`config.mk`:
```
export PLATFORM = sky130hd
export DESIGN_NAME = dmem_arbiter_flat
export DESIGN_NICKNAME = d
export VERILOG_FILES = /design/src/rtl/dmem_arbiter_if.sv /design/src/rtl/dmem_arbiter.sv /design/src/flat_wrapper.sv
export SDC_FILE = /design/constraint.sdc
export NUM_CORES = 1
export LEC_CHECK = 0
export CORE_AREA = 2 2 119 121
export CTS_CLUSTER_DIAMETER = 100
export CTS_CLUSTER_SIZE = 10
export DETAILED_ROUTE_END_ITERATION = 16
export DIE_AREA = 0 0 121 123
export PLACE_DENSITY_LB_ADDON = 0.25
export SETUP_SLACK_MARGIN = 0.3
export SLEW_MARGIN = 10
export SYNTH_ARGS = -nofsm -noshare
export SYNTH_HDL_FRONTEND = slang
export SYNTH_SLANG_ARGS = --single-unit
```
`constraint.sdc`:
```
create_clock -name clk -period 4.9 [get_ports clk]
set_input_delay 0.735 -clock clk [delete_from_list [all_inputs] [get_ports clk]]
set_output_delay 0.735 -clock clk [all_outputs]
set_load 0.02 [all_outputs]
```
`src/rtl/dmem_arbiter_if.sv`:
```
// Bundle of the pipeline, debug and memory-side signals around the data memory arbiter.
// "slave" is the arbiter's view; "master" is the surrounding requesters plus the memory.
interface dmem_arbiter_if #(
    parameter int B = 32
);
    logic         p_req;
    logic         p_we;
    logic [B-1:0] p_addr;
    logic [B-1:0] p_wdata;
    logic         p_stall;
    logic         p_rvalid;
    logic [B-1:0] p_rdata;

    logic         d_req;
    logic         d_we;
    logic [B-1:0] d_addr;
    logic [B-1:0] d_wdata;
    logic         d_gnt;
    logic         d_rvalid;
    logic [B-1:0] d_rdata;

    logic         mem_en;
    logic [3:0]   mem_we;
    logic [B-1:0] mem_addr;
    logic [B-1:0] mem_wdata;
    logic [B-1:0] mem_rdata;

    modport slave (
        input  p_req, p_we, p_addr, p_wdata, d_req, d_we, d_addr, d_wdata, mem_rdata,
        output p_stall, p_rvalid, p_rdata, d_gnt, d_rvalid, d_rdata,
               mem_en, mem_we, mem_addr, mem_wdata
    );

    modport master (
        output p_req, p_we, p_addr, p_wdata, d_req, d_we, d_addr, d_wdata, mem_rdata,
        input  p_stall, p_rvalid, p_rdata, d_gnt, d_rvalid, d_rdata,
               mem_en, mem_we, mem_addr, mem_wdata
    );
endinterface

```
`src/rtl/dmem_arbiter.sv`:
```
// Two-requester arbiter for the single-port data memory: the pipeline has priority,
// and a starvation counter forces a debug slot after STARVE consecutive waiting cycles.
module dmem_arbiter #(
    parameter int B      = 32,
    parameter int STARVE = 4
) (
    input  logic              clk,
    input  logic              rst_n,
    dmem_arbiter_if.slave     bus
);
    localparam logic [3:0] STARVE_CNT = 4'(STARVE);

    logic [3:0] wait_cnt_reg, wait_cnt_next;
    logic       tag_valid_reg, tag_valid_next;
    logic       tag_owner_reg, tag_owner_next;

    logic       grant_d, grant_p;
    logic       win_we;

    // Arbitration is suppressed while reset is asserted so the memory port stays quiet.
    always_comb begin
        grant_d = rst_n & bus.d_req & (~bus.p_req | (wait_cnt_reg == STARVE_CNT));
        grant_p = rst_n & bus.p_req & ~grant_d;
    end

    always_comb begin
        win_we        = 1'b0;
        bus.mem_addr  = '0;
        bus.mem_wdata = '0;
        if (grant_d) begin
            win_we        = bus.d_we;
            bus.mem_addr  = bus.d_addr;
            bus.mem_wdata = bus.d_wdata;
        end else if (grant_p) begin
            win_we        = bus.p_we;
            bus.mem_addr  = bus.p_addr;
            bus.mem_wdata = bus.p_wdata;
        end
        bus.mem_en  = grant_p | grant_d;
        bus.mem_we  = {4{win_we}};
        bus.d_gnt   = grant_d;
        bus.p_stall = rst_n & bus.p_req & ~grant_p;
    end

    // Waiting count clears on a debug grant or when debug drops its request.
    always_comb begin
        wait_cnt_next = 4'd0;
        if (bus.d_req && !grant_d) begin
            if (wait_cnt_reg >= STARVE_CNT)
                wait_cnt_next = STARVE_CNT;
            else
                wait_cnt_next = wait_cnt_reg + 4'd1;
        end
        tag_valid_next = bus.mem_en & ~bus.mem_we[0];
        tag_owner_next = grant_d;
    end

    always_ff @(posedge clk or negedge rst_n) begin
        if (!rst_n) begin
            wait_cnt_reg  <= 4'd0;
            tag_valid_reg <= 1'b0;
            tag_owner_reg <= 1'b0;
        end else begin
            wait_cnt_reg  <= wait_cnt_next;
            tag_valid_reg <= tag_valid_next;
            tag_owner_reg <= tag_owner_next;
        end
    end

    always_comb begin
        bus.p_rvalid = tag_valid_reg & ~tag_owner_reg;
        bus.d_rvalid = tag_valid_reg &  tag_owner_reg;
        bus.p_rdata  = bus.mem_rdata;
        bus.d_rdata  = bus.mem_rdata;
    end
endmodule
```
`src/flat_wrapper.sv`:
```
// flat-port wrapper written by rule: the top's interface ports become plain ports
module dmem_arbiter_flat 
#(
    parameter int B      = 32,
    parameter int STARVE = 4
)
  (clk, rst_n, bus_p_req, bus_p_we, bus_p_addr, bus_p_wdata, bus_d_req, bus_d_we, bus_d_addr, bus_d_wdata, bus_mem_rdata, bus_p_stall, bus_p_rvalid, bus_p_rdata, bus_d_gnt, bus_d_rvalid, bus_d_rdata, bus_mem_en, bus_mem_we, bus_mem_addr, bus_mem_wdata);
  dmem_arbiter_if #(.B(B)) bus_i ();
  input  logic clk;
  input  logic rst_n;
  input wire logic [$bits(bus_i.p_req)-1:0] bus_p_req;
  input wire logic [$bits(bus_i.p_we)-1:0] bus_p_we;
  input wire logic [$bits(bus_i.p_addr)-1:0] bus_p_addr;
  input wire logic [$bits(bus_i.p_wdata)-1:0] bus_p_wdata;
  input wire logic [$bits(bus_i.d_req)-1:0] bus_d_req;
  input wire logic [$bits(bus_i.d_we)-1:0] bus_d_we;
  input wire logic [$bits(bus_i.d_addr)-1:0] bus_d_addr;
  input wire logic [$bits(bus_i.d_wdata)-1:0] bus_d_wdata;
  input wire logic [$bits(bus_i.mem_rdata)-1:0] bus_mem_rdata;
  output wire logic [$bits(bus_i.p_stall)-1:0] bus_p_stall;
  output wire logic [$bits(bus_i.p_rvalid)-1:0] bus_p_rvalid;
  output wire logic [$bits(bus_i.p_rdata)-1:0] bus_p_rdata;
  output wire logic [$bits(bus_i.d_gnt)-1:0] bus_d_gnt;
  output wire logic [$bits(bus_i.d_rvalid)-1:0] bus_d_rvalid;
  output wire logic [$bits(bus_i.d_rdata)-1:0] bus_d_rdata;
  output wire logic [$bits(bus_i.mem_en)-1:0] bus_mem_en;
  output wire logic [$bits(bus_i.mem_we)-1:0] bus_mem_we;
  output wire logic [$bits(bus_i.mem_addr)-1:0] bus_mem_addr;
  output wire logic [$bits(bus_i.mem_wdata)-1:0] bus_mem_wdata;
  assign bus_i.p_req = bus_p_req;
  assign bus_i.p_we = bus_p_we;
  assign bus_i.p_addr = bus_p_addr;
  assign bus_i.p_wdata = bus_p_wdata;
  assign bus_i.d_req = bus_d_req;
  assign bus_i.d_we = bus_d_we;
  assign bus_i.d_addr = bus_d_addr;
  assign bus_i.d_wdata = bus_d_wdata;
  assign bus_i.mem_rdata = bus_mem_rdata;
  assign bus_p_stall = bus_i.p_stall;
  assign bus_p_rvalid = bus_i.p_rvalid;
  assign bus_p_rdata = bus_i.p_rdata;
  assign bus_d_gnt = bus_i.d_gnt;
  assign bus_d_rvalid = bus_i.d_rvalid;
  assign bus_d_rdata = bus_i.d_rdata;
  assign bus_mem_en = bus_i.mem_en;
  assign bus_mem_we = bus_i.mem_we;
  assign bus_mem_addr = bus_i.mem_addr;
  assign bus_mem_wdata = bus_i.mem_wdata;
  dmem_arbiter #(.B(B), .STARVE(STARVE)) u_core (.clk(clk), .rst_n(rst_n), .bus(bus_i));
endmodule
```
# Yosys cells after proc, flatten, opt, wreduce, memory -nomap -nowiden
# Cells that the tools add are included.
[op_classes] add_sub_neg=1 n_lt_le_gt_ge=1 multipliers=0 mux=8 n_eq_ne=1 n_bitwise=15 n_reduce_logical=2 n_div=0 n_shift=0
[ops] operator="32-bit 2-to-1 mux" n=4
[ops] operator="1-bit AND" n=8
[ops] operator="4-bit 2-to-1 mux" n=2
[ops] operator="1-bit inverter" n=5
[ops] operator="4-bit by 1-bit adder with 4-bit output (second input constant)" n=1
[ops] operator="4-bit by 3-bit == test with 1-bit output (second input constant)" n=1
[ops] operator="4-bit by 3-bit >= comparator with 1-bit output (second input constant)" n=1
[ops] operator="1-bit 2-to-1 mux" n=2
[ops] operator="1-bit OR" n=2
[ops] operator="1-bit logical AND" n=1
[ops] operator="1-bit zero test" n=1
[word_totals] romBits=0 mem_bits_rw=0 elab_cells=31 inputBits=166 output_inout_bits=137 memories=0 latch_bits=0 register_bits=6

# Logic depth before layout (Yosys ltp)
# Gate-level depths: netlist (run 1).
[depth] ltp_word=9 depth_mapped=7 depth_no_buf=5

# Worst setup path before layout (run 1)
# OpenSTA, ideal clock, no wires.
[synth_path] path_kind="in2out" start="input bus_d_req" end="output bus_mem_we[0]" path_stages=5 n_path_buf=2 slack_ns=2.627 required_ns=4.165 arrival_time_ns=1.538 path_cell_list="nand2_1 a21oi_2 buf_2 a22o_1 buf_4"
[synth_between] elab_chain_cells=6
[synth_rtl] element="from (decl)" line_no="flat_wrapper.sv:15" source="input wire logic [$bits(bus_i.d_req)-1:0] bus_d_req;"
[synth_rtl] element="1-bit AND (*) (2 in series)" line_no="dmem_arbiter.sv:22" source="grant_d = rst_n & bus.d_req & (~bus.p_req | (wait_cnt_reg == STARVE_CNT));"
[synth_rtl] element="1-bit inverter" line_no="dmem_arbiter.sv:23" source="grant_p = rst_n & bus.p_req & ~grant_d;"
[synth_rtl] element="1-bit AND" line_no="dmem_arbiter.sv:23"
[synth_rtl] element="1-bit 2-to-1 mux" line_no="dmem_arbiter.sv:34" source="end else if (grant_p) begin"
[synth_rtl] element="1-bit 2-to-1 mux (*)" line_no="dmem_arbiter.sv:30" source="if (grant_d) begin"
[synth_rtl] element="to (decl)" line_no="flat_wrapper.sv:27" source="output wire logic [$bits(bus_i.mem_we)-1:0] bus_mem_we;"
# Every way passes the cells marked *; elsewhere a longest branch is shown, timed or not.

# Final worst setup path (run 1)
[layout_path] start="input rst_n" end="output bus_mem_wdata[13]"
[layout_between] elab_chain_cells=6 elab_cells_between_ends=7 cone_classes="mux: 2; bitwise: 5"
[layout_rtl] element="from (decl)" line_no="flat_wrapper.sv:10" source="input logic rst_n;"
[layout_rtl] element="1-bit AND (2 in series)" line_no="dmem_arbiter.sv:22"
[layout_rtl] element="1-bit inverter" line_no="dmem_arbiter.sv:23"
[layout_rtl] element="1-bit AND" line_no="dmem_arbiter.sv:23"
[layout_rtl] element="32-bit 2-to-1 mux" line_no="dmem_arbiter.sv:34"
[layout_rtl] element="32-bit 2-to-1 mux (*)" line_no="dmem_arbiter.sv:30"
[layout_rtl] element="to (decl)" line_no="flat_wrapper.sv:29" source="output wire logic [$bits(bus_i.mem_wdata)-1:0] bus_mem_wdata;"
# Marks and branches as above.

==> results of run 1 <==
-- power groups by stage --
| stage | Combinational (mW) | Sequential, mW | Clock (mW) |
|---|---|---|---|
| 2_1_floorplan | 0.190 | 0.0545 | 0 |
| 3_3_place_gp | 0.303 | 0.0547 | 0 |
| 3_5_place_dp | 0.303 | 0.0549 | 0 |
| 4_1_cts | 0.304 | 0.0543 | 0.133 |
| 5_1_grt | 0.318 | 0.0547 | 0.136 |
| 6_report | 0.300 | 0.0543 | 0.131 |
-- path summary, 6_finish.rpt --
kind                                             startpoint                          endpoint  slack [ns]  depth (start not counted)
min reg2reg                u_core.wait_cnt_reg[3]$_DFF_PN0_  u_core.wait_cnt_reg[1]$_DFF_PN0_        0.48                          1
max in group asynchronous                             rst_n    u_core.tag_owner_reg$_DFF_PN0_        3.86                          1
max reg2reg                u_core.wait_cnt_reg[0]$_DFF_PN0_    u_core.tag_valid_reg$_DFF_PN0_        3.21                          6
min in group asynchronous                             rst_n  u_core.wait_cnt_reg[2]$_DFF_PN0_        0.78                          1
min                        u_core.wait_cnt_reg[3]$_DFF_PN0_  u_core.wait_cnt_reg[1]$_DFF_PN0_        0.48                          1
max                                                   rst_n                 bus_mem_wdata[13]        0.94                          5
-- cells in the mapped netlist --
cell / number / area share [%]
o211a_1: 1 / 0.68
a22o_1: 65 / 39
o21ai_0: 1 / 0.34
a21oi_2: 1 / 0.60
clkbuf_1: 2 / 0.51
and2_1: 2 / 0.85
nand3b_1: 1 / 0.51
a221oi_1: 1 / 0.60
dfrtp_1: 6 / 10
nand2_1: 3 / 0.77
nor4_1: 2 / 0.85
buf_4: 68 / 35
nor3_1: 2 / 0.68
inv_1: 4 / 1.0
ha_1: 2 / 1.7
buf_2: 7 / 2.4
conb_1: 1 / 0.26
nor2b_1: 1 / 0.43
buf_6: 5 / 3.8
-- cell type report --
class / instances / area, sq um
tap: 180 / 225
inverter: 4 / 15.0
fill: 1464 / 10400
timing repair buffer: 210 / 2090
clock buffer: 3 / 75.1
multi-input combinational: 83 / 698
sequential: 6 / 150
-- stage by stage --
step | total power, mW | area [sq um] | util, % | setup WS (ns) | std cells
global placement | 0.358 | 3180 | 23.4 | 0.923 | 483
finish | 0.486 | 3260 | 23.9 | 0.945 | 486
CTS | 0.491 | 3260 | 23.9 | 0.874 | 486
floorplan | 0.245 | 1470 | - | 2.63 | 175
detailed placement | 0.358 | 3180 | 23.4 | 0.873 | 483
global route | 0.508 | 3260 | 23.9 | 0.775 | 486
-- routing by layer --
layer	track usage (%)	routed length (um)	vias up
li1	-	-	844
met1	8.08	2290	829
met2	15.0	3550	134
met3	2.17	749	20
met4	2.62	132	0
met5	0	0	-
-- logic make-up after synthesis --
| family | Yosys count | synth area share (%) |
|---|---|---|
| other | 1 | 0.256 |
| flip-flops | 6 | 10.2 |
| AO/OA/AOI/OAI | 69 | 41.1 |
| adder cells (fa/ha/maj) | 2 | 1.71 |
| buffers and inverters | 86 | 42.6 |
| AND/OR/NAND/NOR | 11 | 4.10 |
==> impl_metrics.env, run 1 <==
export IMPL_worst_pin_slew_ns=0.555
export IMPL_grt_pass1_vias=1831
export IMPL_slowest_stage="clkdlybuf4s50_1"
export IMPL_hold_path_class="reg2reg"
export IMPL_clkPwrFrac_pct=27.0
export IMPL_ys_types=19
export IMPL_netSwitchingPower_uw=143
export IMPL_ctsHoldBuffers=0
export IMPL_gp_congestion=0.755
export IMPL_rsz0062_at_grt="false"
export IMPL_vias_per_cell=3.76
export IMPL_num_rows=43
export IMPL_ys_seq_elements=6
export IMPL_die_height_um=123
export IMPL_hold_ws_ns=0.479
export IMPL_core_area_sq_um=13600
export IMPL_cpLargestDelayFamily="buffers and inverters"
export IMPL_avgSynthCellArea_sq_um=8.37
export IMPL_critPathLaunchType="input port"
export IMPL_cts_tree="done"
export IMPL_insertion_delay_ns=0.23
export IMPL_syn_inst=175
export IMPL_synthesis_area_sq_um=1470
export IMPL_drt_iter0_markers=41
export IMPL_cts_root_buf="clkbuf_16"
export IMPL_numPortBuffers=206
export IMPL_via_count=1827
export IMPL_endpoint_kind="output pin"
export IMPL_slew_headroom_pct=63.0
export IMPL_antennaDiodeCount=0
export IMPL_crit_type="in2out"
export IMPL_p_leak_nw=1.23
export IMPL_max_clock_freq_mhz=253
export IMPL_grt_pass1_wl_um=9240
export IMPL_grt_max_degree=43
export IMPL_crit_path_max_incr_delay_ns=0.67
export IMPL_clk_pin_slew_worst_paths_ns=0.03
export IMPL_period_share_pct=80.7
export IMPL_cp_max_fo=24
export IMPL_synth_nets=343
export IMPL_final_cell_mix="clkdlybuf4s50_1, a22o_1, dfrtp_1"
export IMPL_peakVddDrop_v=0.0000845
export IMPL_drc=0
export IMPL_cp_common_cell="clkdlybuf4s50_1"
export IMPL_grt_util_all_layers_pct=7.80
export IMPL_p_sw_share_pct=29.5
export IMPL_die_w_um=121
export IMPL_setup_viol=0
export IMPL_worstPathArrival_ns=3.22
export IMPL_io_pins=303
export IMPL_wirelength_um=6730
export IMPL_cts_setup_buffers=0
export IMPL_ys_seq_area_share_pct=10.2
export IMPL_path_cells="clkdlybuf4s50_1 -> o211a_2 -> buf_4 -> a22o_1 -> clkdlybuf4s50_1"
export IMPL_synth_warnings=0
export IMPL_setup_tns_final_ns=0
export IMPL_period_needed_ns=3.96
export IMPL_antenna_found_initial=0
export IMPL_dieArea_sq_um=14900
export IMPL_drtAntennaViolNets=0
export IMPL_drt_first_pass_iters=4
export IMPL_nets=476
export IMPL_fin_worst_skew_ns=0.000922
export IMPL_largest_reg_flops=4
export IMPL_clock_sinks=6
export IMPL_cap_viol_max_count=0
export IMPL_final_common_cell="clkdlybuf4s50_1"
export IMPL_cts_path_max_buffers=2
export IMPL_hold_viol=0
export IMPL_seqPwrFrac_pct=11.2
export IMPL_p_comb_share_pct=61.8
export IMPL_cp_num_buf_inv=3
export IMPL_area_growth_pct=122
export IMPL_power_density_nw_per_um2=149
export IMPL_routedWlPerCell_um=13.8
export IMPL_start_util_pct=10.8
export IMPL_h_tree_depth=1
export IMPL_slew_violations=0
export IMPL_required_ns=4.16
export IMPL_cts_resized=0
export IMPL_cell_internal_pwr_uw=342
export IMPL_grt_ovfl_total=0
export IMPL_outcome="complete, no violations"
export IMPL_numCtsBuffers=3
export IMPL_drive_gt1_share_pct=2.94
export IMPL_dp_hpwl_um=5630
Note: power is estimated with default switching activity, not from simulation.
==> inputs of run 2 (changes only) <==
--- a/config.mk
+++ b/config.mk
@@ -5,11 +5,11 @@
 export SDC_FILE = /design/constraint.sdc
 export NUM_CORES = 1
 export LEC_CHECK = 0
-export CORE_AREA = 2 2 119 121
+export CORE_AREA = 2 2 118 120
 export CTS_CLUSTER_DIAMETER = 100
 export CTS_CLUSTER_SIZE = 10
 export DETAILED_ROUTE_END_ITERATION = 16
-export DIE_AREA = 0 0 121 123
+export DIE_AREA = 0 0 120 122
 export PLACE_DENSITY_LB_ADDON = 0.25
 export SETUP_SLACK_MARGIN = 0.3
 export SLEW_MARGIN = 10
==> constraint.sdc (replaced) <==
create_clock -name clk -period 3.8 [get_ports clk]
set_input_delay 0.57 -clock clk [delete_from_list [all_inputs] [get_ports clk]]
set_output_delay 0.57 -clock clk [all_outputs]
set_load 0.02 [all_outputs]
==> impl_metrics.env, run 2 (synthesis results as in run 1) <==
export IMPL_outcome="complete, no violations"
export IMPL_fin_worst_skew_ns=0.000190
export IMPL_nets=477
export IMPL_antenna_found_initial=0
export IMPL_grt_pass1_wl_um=8990
export IMPL_cpLargestDelayFamily="buffers and inverters"
export IMPL_pre_cts_ws_ns=0.587
export IMPL_final_common_cell="clkdlybuf4s50_1"
export IMPL_dp_cells=484
export IMPL_routedWlPerCell_um=13.0
export IMPL_clk_pin_slew_worst_paths_ns=0.03
export IMPL_setup_viol=0
export IMPL_cts_tree="done"
export IMPL_io_pins=303
export IMPL_hold_path_class="reg2reg"
export IMPL_drt_iter0_markers=22
export IMPL_period_share_pct=83.9
export IMPL_h_tree_depth=1
export IMPL_required_ns=3.23
export IMPL_die_height_um=122
export IMPL_cp_num_buf_inv=3
export IMPL_numCtsBuffers=3
export IMPL_cap_viol_max_count=0
export IMPL_cts_setup_buffers=0
export IMPL_r2r_slack_ns=2.07
export IMPL_largest_reg_flops=4
export IMPL_cts_root_buf="clkbuf_16"
export IMPL_setup_ws_ns=0.611
export IMPL_setup_tns_final_ns=0
export IMPL_grt_max_degree=41
export IMPL_hold_viol=0
export IMPL_peakVddDrop_v=0.000102
export IMPL_drc=0
export IMPL_final_cell_mix="clkdlybuf4s50_1, a22o_1, dfrtp_1"
export IMPL_path_cells="clkdlybuf4s50_1 -> o211a_2 -> buf_12 -> a22o_1 -> clkdlybuf4s50_1"
export IMPL_numPortBuffers=206
export IMPL_drt_first_pass_iters=3
export IMPL_area_growth_pct=126
export IMPL_endpoint_kind="output pin"
export IMPL_gp_congestion=0.732
export IMPL_power_density_nw_per_um2=190
export IMPL_core_area_sq_um=13500
export IMPL_worstPathArrival_ns=2.62
export IMPL_dieArea_sq_um=14600
export IMPL_num_rows=43
export IMPL_p_leak_nw=1.25
export IMPL_clock_sinks=6
export IMPL_fin_util_pct=24.5
export IMPL_cp_common_cell="clkdlybuf4s50_1"
export IMPL_slowest_stage="clkdlybuf4s50_1"
export IMPL_die_w_um=120
export IMPL_insertion_delay_ns=0.23
export IMPL_grt_util_all_layers_pct=7.61
export IMPL_antennaDiodeCount=0
export IMPL_dp_hpwl_um=5320
export IMPL_multi_input_area_sq_um=698
export IMPL_stdcell_area_sq_um=3310
export IMPL_rsz0062_at_grt="false"
export IMPL_place_area_sq_um=3240
export IMPL_drive_gt1_share_pct=3.26
export IMPL_start_util_pct=10.8
export IMPL_critPathLaunchType="input port"
export IMPL_period_needed_ns=3.19
export IMPL_max_clock_freq_mhz=314
export IMPL_vias_per_cell=3.72
export IMPL_grt_pass1_vias=1845
export IMPL_fill_cells=1440
export IMPL_wirelength_um=6350
export IMPL_via_count=1812
export IMPL_fin_cells=487
export IMPL_crit_type="in2out"
export IMPL_cts_resized=0
export IMPL_seqCellArea_sq_um=150
export IMPL_ctsHoldBuffers=0
export IMPL_drtAntennaViolNets=0
export IMPL_crit_path_max_incr_delay_ns=0.63
export IMPL_cts_path_max_buffers=2
export IMPL_cp_max_fo=27
export IMPL_grt_ovfl_total=0
export IMPL_slew_violations=0
## run 2: cell types whose count changed in the layout (fill, tap and decap cells not counted)
cell,change
buf_12,+4
buf_4,-3
## run 2: layout make-up
type                       instances  area share, %
sequential                         6           4.53
clock buffer                       3           2.27
tap                              180           6.80
multi-input combinational         83           21.1
inverter                           4          0.453
timing repair buffer             211           64.9
## run 2: final timing paths
check	from	endpoint	cells past startpoint
worst min-delay path	u_core.wait_cnt_reg[2]$_DFF_PN0_	u_core.wait_cnt_reg[1]$_DFF_PN0_	1
min in group asynchronous	rst_n	u_core.tag_valid_reg$_DFF_PN0_	2
worst max-delay path	bus_p_req	bus_mem_we[1]	5
max in group asynchronous	rst_n	u_core.wait_cnt_reg[1]$_DFF_PN0_	2
worst min register to register	u_core.wait_cnt_reg[2]$_DFF_PN0_	u_core.wait_cnt_reg[1]$_DFF_PN0_	1
worst max register to register	u_core.wait_cnt_reg[0]$_DFF_PN0_	u_core.tag_valid_reg$_DFF_PN0_	6
## run 2: power breakdown
group / total (mW) / internal, mW / switching, mW
clock: 0.167 / 0.135 / 0.0319
combinational: 0.394 / 0.245 / 0.149
sequential: 0.0702 / 0.0678 / 0.00238
## run 2: per-layer routing
layer	vias up	track usage, %	part of all wire [%]
li1	847	-	-
met1	795	7.21	33
met2	145	14.8	51
met3	25	2.81	13
met4	0	3.01	2.6
met5	-	0	0
## run 2: stage by stage
| step | total power, mW | hold WS, ns |
|---|---|---|
| 2_1_floorplan | 0.315 | 0.274 |
| 3_3_place_gp | 0.470 | 0.472 |
| 3_5_place_dp | 0.469 | 0.481 |
| 4_1_cts | 0.640 | 0.484 |
| 5_1_grt | 0.662 | 0.516 |
| 6_report | 0.631 | 0.485 |
==> variant 1, RTL diff (flow settings as in run 2) <==
`B` is set to 32 in 3 places; all go to 16.
--- a/src/rtl/dmem_arbiter_if.sv
+++ b/src/rtl/dmem_arbiter_if.sv
@@ -3,3 +3,3 @@
 interface dmem_arbiter_if #(
-    parameter int B = 32
+    parameter int B = 16
 );
--- a/src/rtl/dmem_arbiter.sv
+++ b/src/rtl/dmem_arbiter.sv
@@ -3,3 +3,3 @@
 module dmem_arbiter #(
-    parameter int B      = 32,
+    parameter int B      = 16,
     parameter int STARVE = 4
--- a/src/flat_wrapper.sv
+++ b/src/flat_wrapper.sv
@@ -3,3 +3,3 @@
 #(
-    parameter int B      = 32,
+    parameter int B      = 16,
     parameter int STARVE = 4
Interface: changed (9 resized); port bits go from 303 to 159. No check against the original RTL was run, so the function may have changed too.
==> variant 1 against run 2 <==
Count of clock-buffer cells in the layout is the same. Power down 27%. Area after synthesis is 36% lower. Worst setup slack better by 90 ps. Sequential cell count unchanged. Wire length down 37%. Critical path depth increased by 2. Design area down 38%. Critical endpoint is now bus_mem_addr[2].
==> variant 1: results (changes against run 2) <==
.. list-table::
   :header-rows: 1

   * - Metric
     - Value
   * - Maximum clock path buffer count
     - 2 (unchanged)
   * - Wire length of the first global-routing pass
     - 5530 um (-39%)
   * - Share of the yosys chip area belonging to registers
     - 16.0% (+5.8 points)
   * - Reg2Reg Setup Slack
     - 2160 ps (+90 ps)
   * - CP max FO
     - 23 (-15%)
   * - Number of I/O port buffers
     - 110 (-47%)
   * - Outcome
     - complete, no violations
   * - Cell types with the highest counts after synthesis
     - sky130_fd_sc_hd__buf_4, sky130_fd_sc_hd__a22o_1, sky130_fd_sc_hd__dfrtp_1
   * - Net count after synthesis
     - 193 (-44%)
   * - Worst skew pair latency
     - 230 ps (about the same)
   * - Post-CTS Resized
     - 0 (unchanged)
   * - Routability congestion estimate
     - 0.674 (-8.0%)
   * - Switching component of the power
     - 0.000125 W (-32%)
   * - Top flip-flop cell by instance count after synthesis
     - sky130_fd_sc_hd__dfrtp_1
   * - Dpl hpwl
     - 3550 um (-33%)
   * - Met2 usage
     - 8.95% (-5.8 points)
   * - Maximum number of pins on one net before global-route repair
     - 24 (-41%)
   * - Fillers
     - 1,516 (+5.3%)
   * - Static Leakage
     - 0.764 nW (-39%)
   * - Startpoint of the worst hold path
     - u_core.wait_cnt_reg[3]
   * - Number of nets in the final layout
     - 269 (-44%)
   * - Arr. time, crit path
     - 2530 ps (-90 ps)
   * - Peak VDD IR
     - 0.0714 mV (-30%)
   * - Vias in the first global route
     - 1,008 (-45%)
   * - Final Skew
     - 3.42 ps (+3.23 ps)
   * - Starting DRT DRC Count
     - 34 (+55%)
   * - Vias per std cell
     - 2.83 (-24%)
   * - Count of synthesis-stage warnings from yosys
     - 0 (unchanged)
   * - M1 GR Usage
     - 5.77% (-1.4 points)
   * - Post-detailed-route wirelength per cell
     - 11.1 um (-15%)
   * - Ranking of synthesized cells by area
     - sky130_fd_sc_hd__buf_4, sky130_fd_sc_hd__a22o_1, sky130_fd_sc_hd__dfrtp_1
   * - Global routing usage summed across all routing layers
     - 5.01% (-2.6 points)
   * - Number of antenna violations at the first check in global routing
     - 0 (unchanged)
   * - DRT Pass-1 Iters
     - 4 (+1)
   * - Fraction of layout cells with a size suffix above 1
     - 7.26% (+4.0 points)
   * - Met3 routing resource usage after global routing
     - 0.890% (-1.9 points)
[variant 1: changes by cell type after synthesis]
cell and delta:
sky130_fd_sc_hd__a22o_1 -35, sky130_fd_sc_hd__a22o_2 +3, sky130_fd_sc_hd__buf_2 -5, sky130_fd_sc_hd__buf_4 -31, sky130_fd_sc_hd__clkbuf_1 -2, sky130_fd_sc_hd__nand3b_1 -1, sky130_fd_sc_hd__nand3b_4 +1
[variant 1: metrics by stage]
| step | std cells | area, um^2 | worst slack, ps | hold WS [ps] |
|---|---|---|---|---|
| finish | 359 | 2040 | 700 | 498 |
| global route | 359 | 2040 | 561 | 532 |
| CTS | 359 | 2040 | 646 | 506 |
| detailed placement | 356 | 1960 | 653 | 501 |
| global placement | 356 | 1960 | 663 | 501 |
| floorplan | 105 | 936 | 1820 | 274 |
[variant 1: worst max-delay path by stage]
stage | start | endpoint | slack [ps] | depth (start not counted)
3_3_place_gp | rst_n | bus_mem_addr[3] | 660 | 7
6_report | rst_n | bus_mem_addr[2] | 700 | 7
2_1_floorplan | u_core.wait_cnt_reg[0] | bus_mem_we[0] | 1820 | 7
5_1_grt | rst_n | bus_mem_addr[3] | 560 | 7
4_1_cts | rst_n | bus_mem_addr[3] | 650 | 7
3_5_place_dp | rst_n | bus_mem_addr[3] | 650 | 7
[variant 1: kinds of logic after synthesis]
logic type                 count (synthesis)  synth area share, %
AOI/OAI and AO/OA                         37                 34.8
adders and majority gates                  2                 2.67
buffers and inverters                     48                 38.4
DFF                                        6                 16.0
other                                      1                0.401
and+or+nand+nor                           11                 7.75
[variant 1: metal layers]
metal / wire (um) / up-vias
li1: - / 494
met1: 1550 / 466
met2: 2130 / 50
met3: 238 / 6
met4: 68 / 0
met5: 0 / -
[variant 1: layout make-up]
class                   count  share of cell area (%)
repair buffers            115                    55.9
multi-input cells          51                    21.3
well taps                 180                    11.0
flip-flops and latches      6                    7.37
clock buffers               3                    3.68
inverters                   4                   0.737
[variant 1: critical path, stage by stage]
cell                              delay (ps)
sky130_fd_sc_hd__clkdlybuf4s50_1         450
sky130_fd_sc_hd__buf_4                   160
sky130_fd_sc_hd__nand2_1                 100
sky130_fd_sc_hd__a21oi_4                 120
sky130_fd_sc_hd__buf_4                   280
sky130_fd_sc_hd__a22o_1                  190
sky130_fd_sc_hd__clkdlybuf4s50_1         630
[variant 1: power by group through the flow]
| stage | Combinational (W) | Sequential, W | Clock [W] |
|---|---|---|---|
| 6_report | 0.000218 | 0.0000706 | 0.000171 |
| 5_1_grt | 0.000233 | 0.0000713 | 0.000178 |
| 4_1_cts | 0.000223 | 0.0000706 | 0.000174 |
| 3_5_place_dp | 0.000222 | 0.0000714 | 0 |
| 3_3_place_gp | 0.000223 | 0.0000713 | 0 |
| 2_1_floorplan | 0.000138 | 0.0000707 | 0 |
==> variant 2, RTL diff (config.mk and constraints of run 2) <==
Without the edit above. Reset style: synchronous (`rst_n`), changed in one clocked block.
--- a/src/rtl/dmem_arbiter.sv
+++ b/src/rtl/dmem_arbiter.sv
@@ -57,3 +57,3 @@
 
-    always_ff @(posedge clk or negedge rst_n) begin
+    always_ff @(posedge clk) begin
         if (!rst_n) begin
Behaviour: differs if rst_n is asserted again (counterexample within 4 cycles, from zero or initial values and one cycle with rst_n low); with rst_n held inactive, the same outputs for 10 cycles.
==> variant 2 against run 2 <==
Area after synthesis shrank 1.2%. Sequential cell count is the same. Worst setup slack lost 110 ps. Core utilization shrank 0.43 points. Sequential power shrank 3.6%. Highest routed layer unchanged. First-iteration DRC count grew 41%. Wire length grew 1.2%. Synthesized cell count grew 1.1%. Power shrank 4.2%. Clock skew grew 2.2 ps. Design area shrank 1.7%.
==> variant 2: results (changes against run 2) <==
.. list-table::
   :header-rows: 1

   * - Metric
     - Value
   * - Outcome
     - complete, no violations
   * - Clk cell area share
     - 2.31% (+0.040 points)
   * - Share of the yosys chip area belonging to registers
     - 8.30% (-2.0 points)
   * - Ranking of synthesized cells by area
     - sky130_fd_sc_hd__a22o_1, sky130_fd_sc_hd__buf_4, sky130_fd_sc_hd__dfxtp_1
   * - Final Skew
     - 2.43 ps (+2.24 ps)
   * - Share of the clock period used by the worst path after layout
     - 86.9% (+3.0 points)
   * - Worst setup path endpoint
     - bus_mem_we[3]
   * - Post-Place Worst Slack
     - 476 ps (-111 ps)
   * - Maximum number of pins on one net before global-route repair
     - 37 (-9.8%)
   * - Critical register-to-register path endpoint
     - u_core.tag_valid_reg
   * - DRT Pass-1 Iters
     - 4 (+1)
   * - Sequential cell count
     - 6 (unchanged)
   * - Compound-cell area share of the yosys netlist
     - 43.0% (+2.0 points)
   * - Placement Cell Area
     - 3180 um^2 (-1.8%)
   * - Vias after detailed routing
     - 1,806 (-0.33%)
   * - Crit Reg-Reg Startpoint
     - u_core.wait_cnt_reg[0]
   * - Fraction of layout cells with a size suffix above 1
     - 2.92% (-0.34 points)
   * - Wirelength, routed
     - 6430 um (+1.2%)
   * - Terminating pin of the worst hold path
     - u_core.wait_cnt_reg[0]
   * - Non-clock buffer area fraction after layout
     - 64.3% (-0.62 points)
   * - Reg area
     - 120 um^2 (-20%)
   * - Worst hold slack after final layout
     - 458 ps (-27.4 ps)
   * - Internal power
     - 0.000432 W (-3.5%)
   * - Vias in the first global route
     - 1,723 (-6.6%)
   * - Sequential-cell power consumption
     - 0.0000677 W (-3.6%)
   * - Post-Synth Adder-Cell Area
     - 1.73% (+0.021 points)
   * - Static Leakage
     - 1.20 nW (-3.4%)
   * - Fillers
     - 1,466 (+1.8%)
   * - Clock Power Share
     - 27.7% (+1.3 points)
   * - Distinct cell type count of the synthesized netlist
     - 22 (+3)
   * - Startpoint of the worst hold path
     - u_core.wait_cnt_reg[0]
   * - Share of the core filled with cells
     - 24.1% (-0.43 points)
   * - FFs w/ async S/R, synth
     - 0% (-100 points)
   * - Avg Cell Area, Syn
     - 8.18 um^2 (-2.3%)
   * - Top flip-flop cell by instance count after synthesis
     - sky130_fd_sc_hd__dfxtp_1
[variant 2: worst max-delay path, delay by kind of cell]
| kind | cells | cell delay, ps |
|---|---|---|
| buffers and inverters | 3 | 1590 |
| and+or+nand+nor | 1 | 130 |
| AOI/OAI and AO/OA | 2 | 440 |
[variant 2: routing by layer]
| metal | up-vias | track usage [%] | wire [um] | part of all wire (%) |
|---|---|---|---|---|
| li1 | 855 | - | - | - |
| met1 | 775 | 7.50 | 2150 | 33 |
| met2 | 143 | 14.1 | 3190 | 50 |
| met3 | 33 | 2.48 | 842 | 13 |
| met4 | 0 | 3.82 | 252 | 3.9 |
| met5 | - | 0 | 0 | 0 |
[variant 2: logic make-up after synthesis]
kind of cell	after synthesis
AO/OA/AOI/OAI	72
buffers and inverters	86
AND/OR/NAND/NOR	10
other	1
adder cells (fa/ha/maj)	2
flip-flops	6
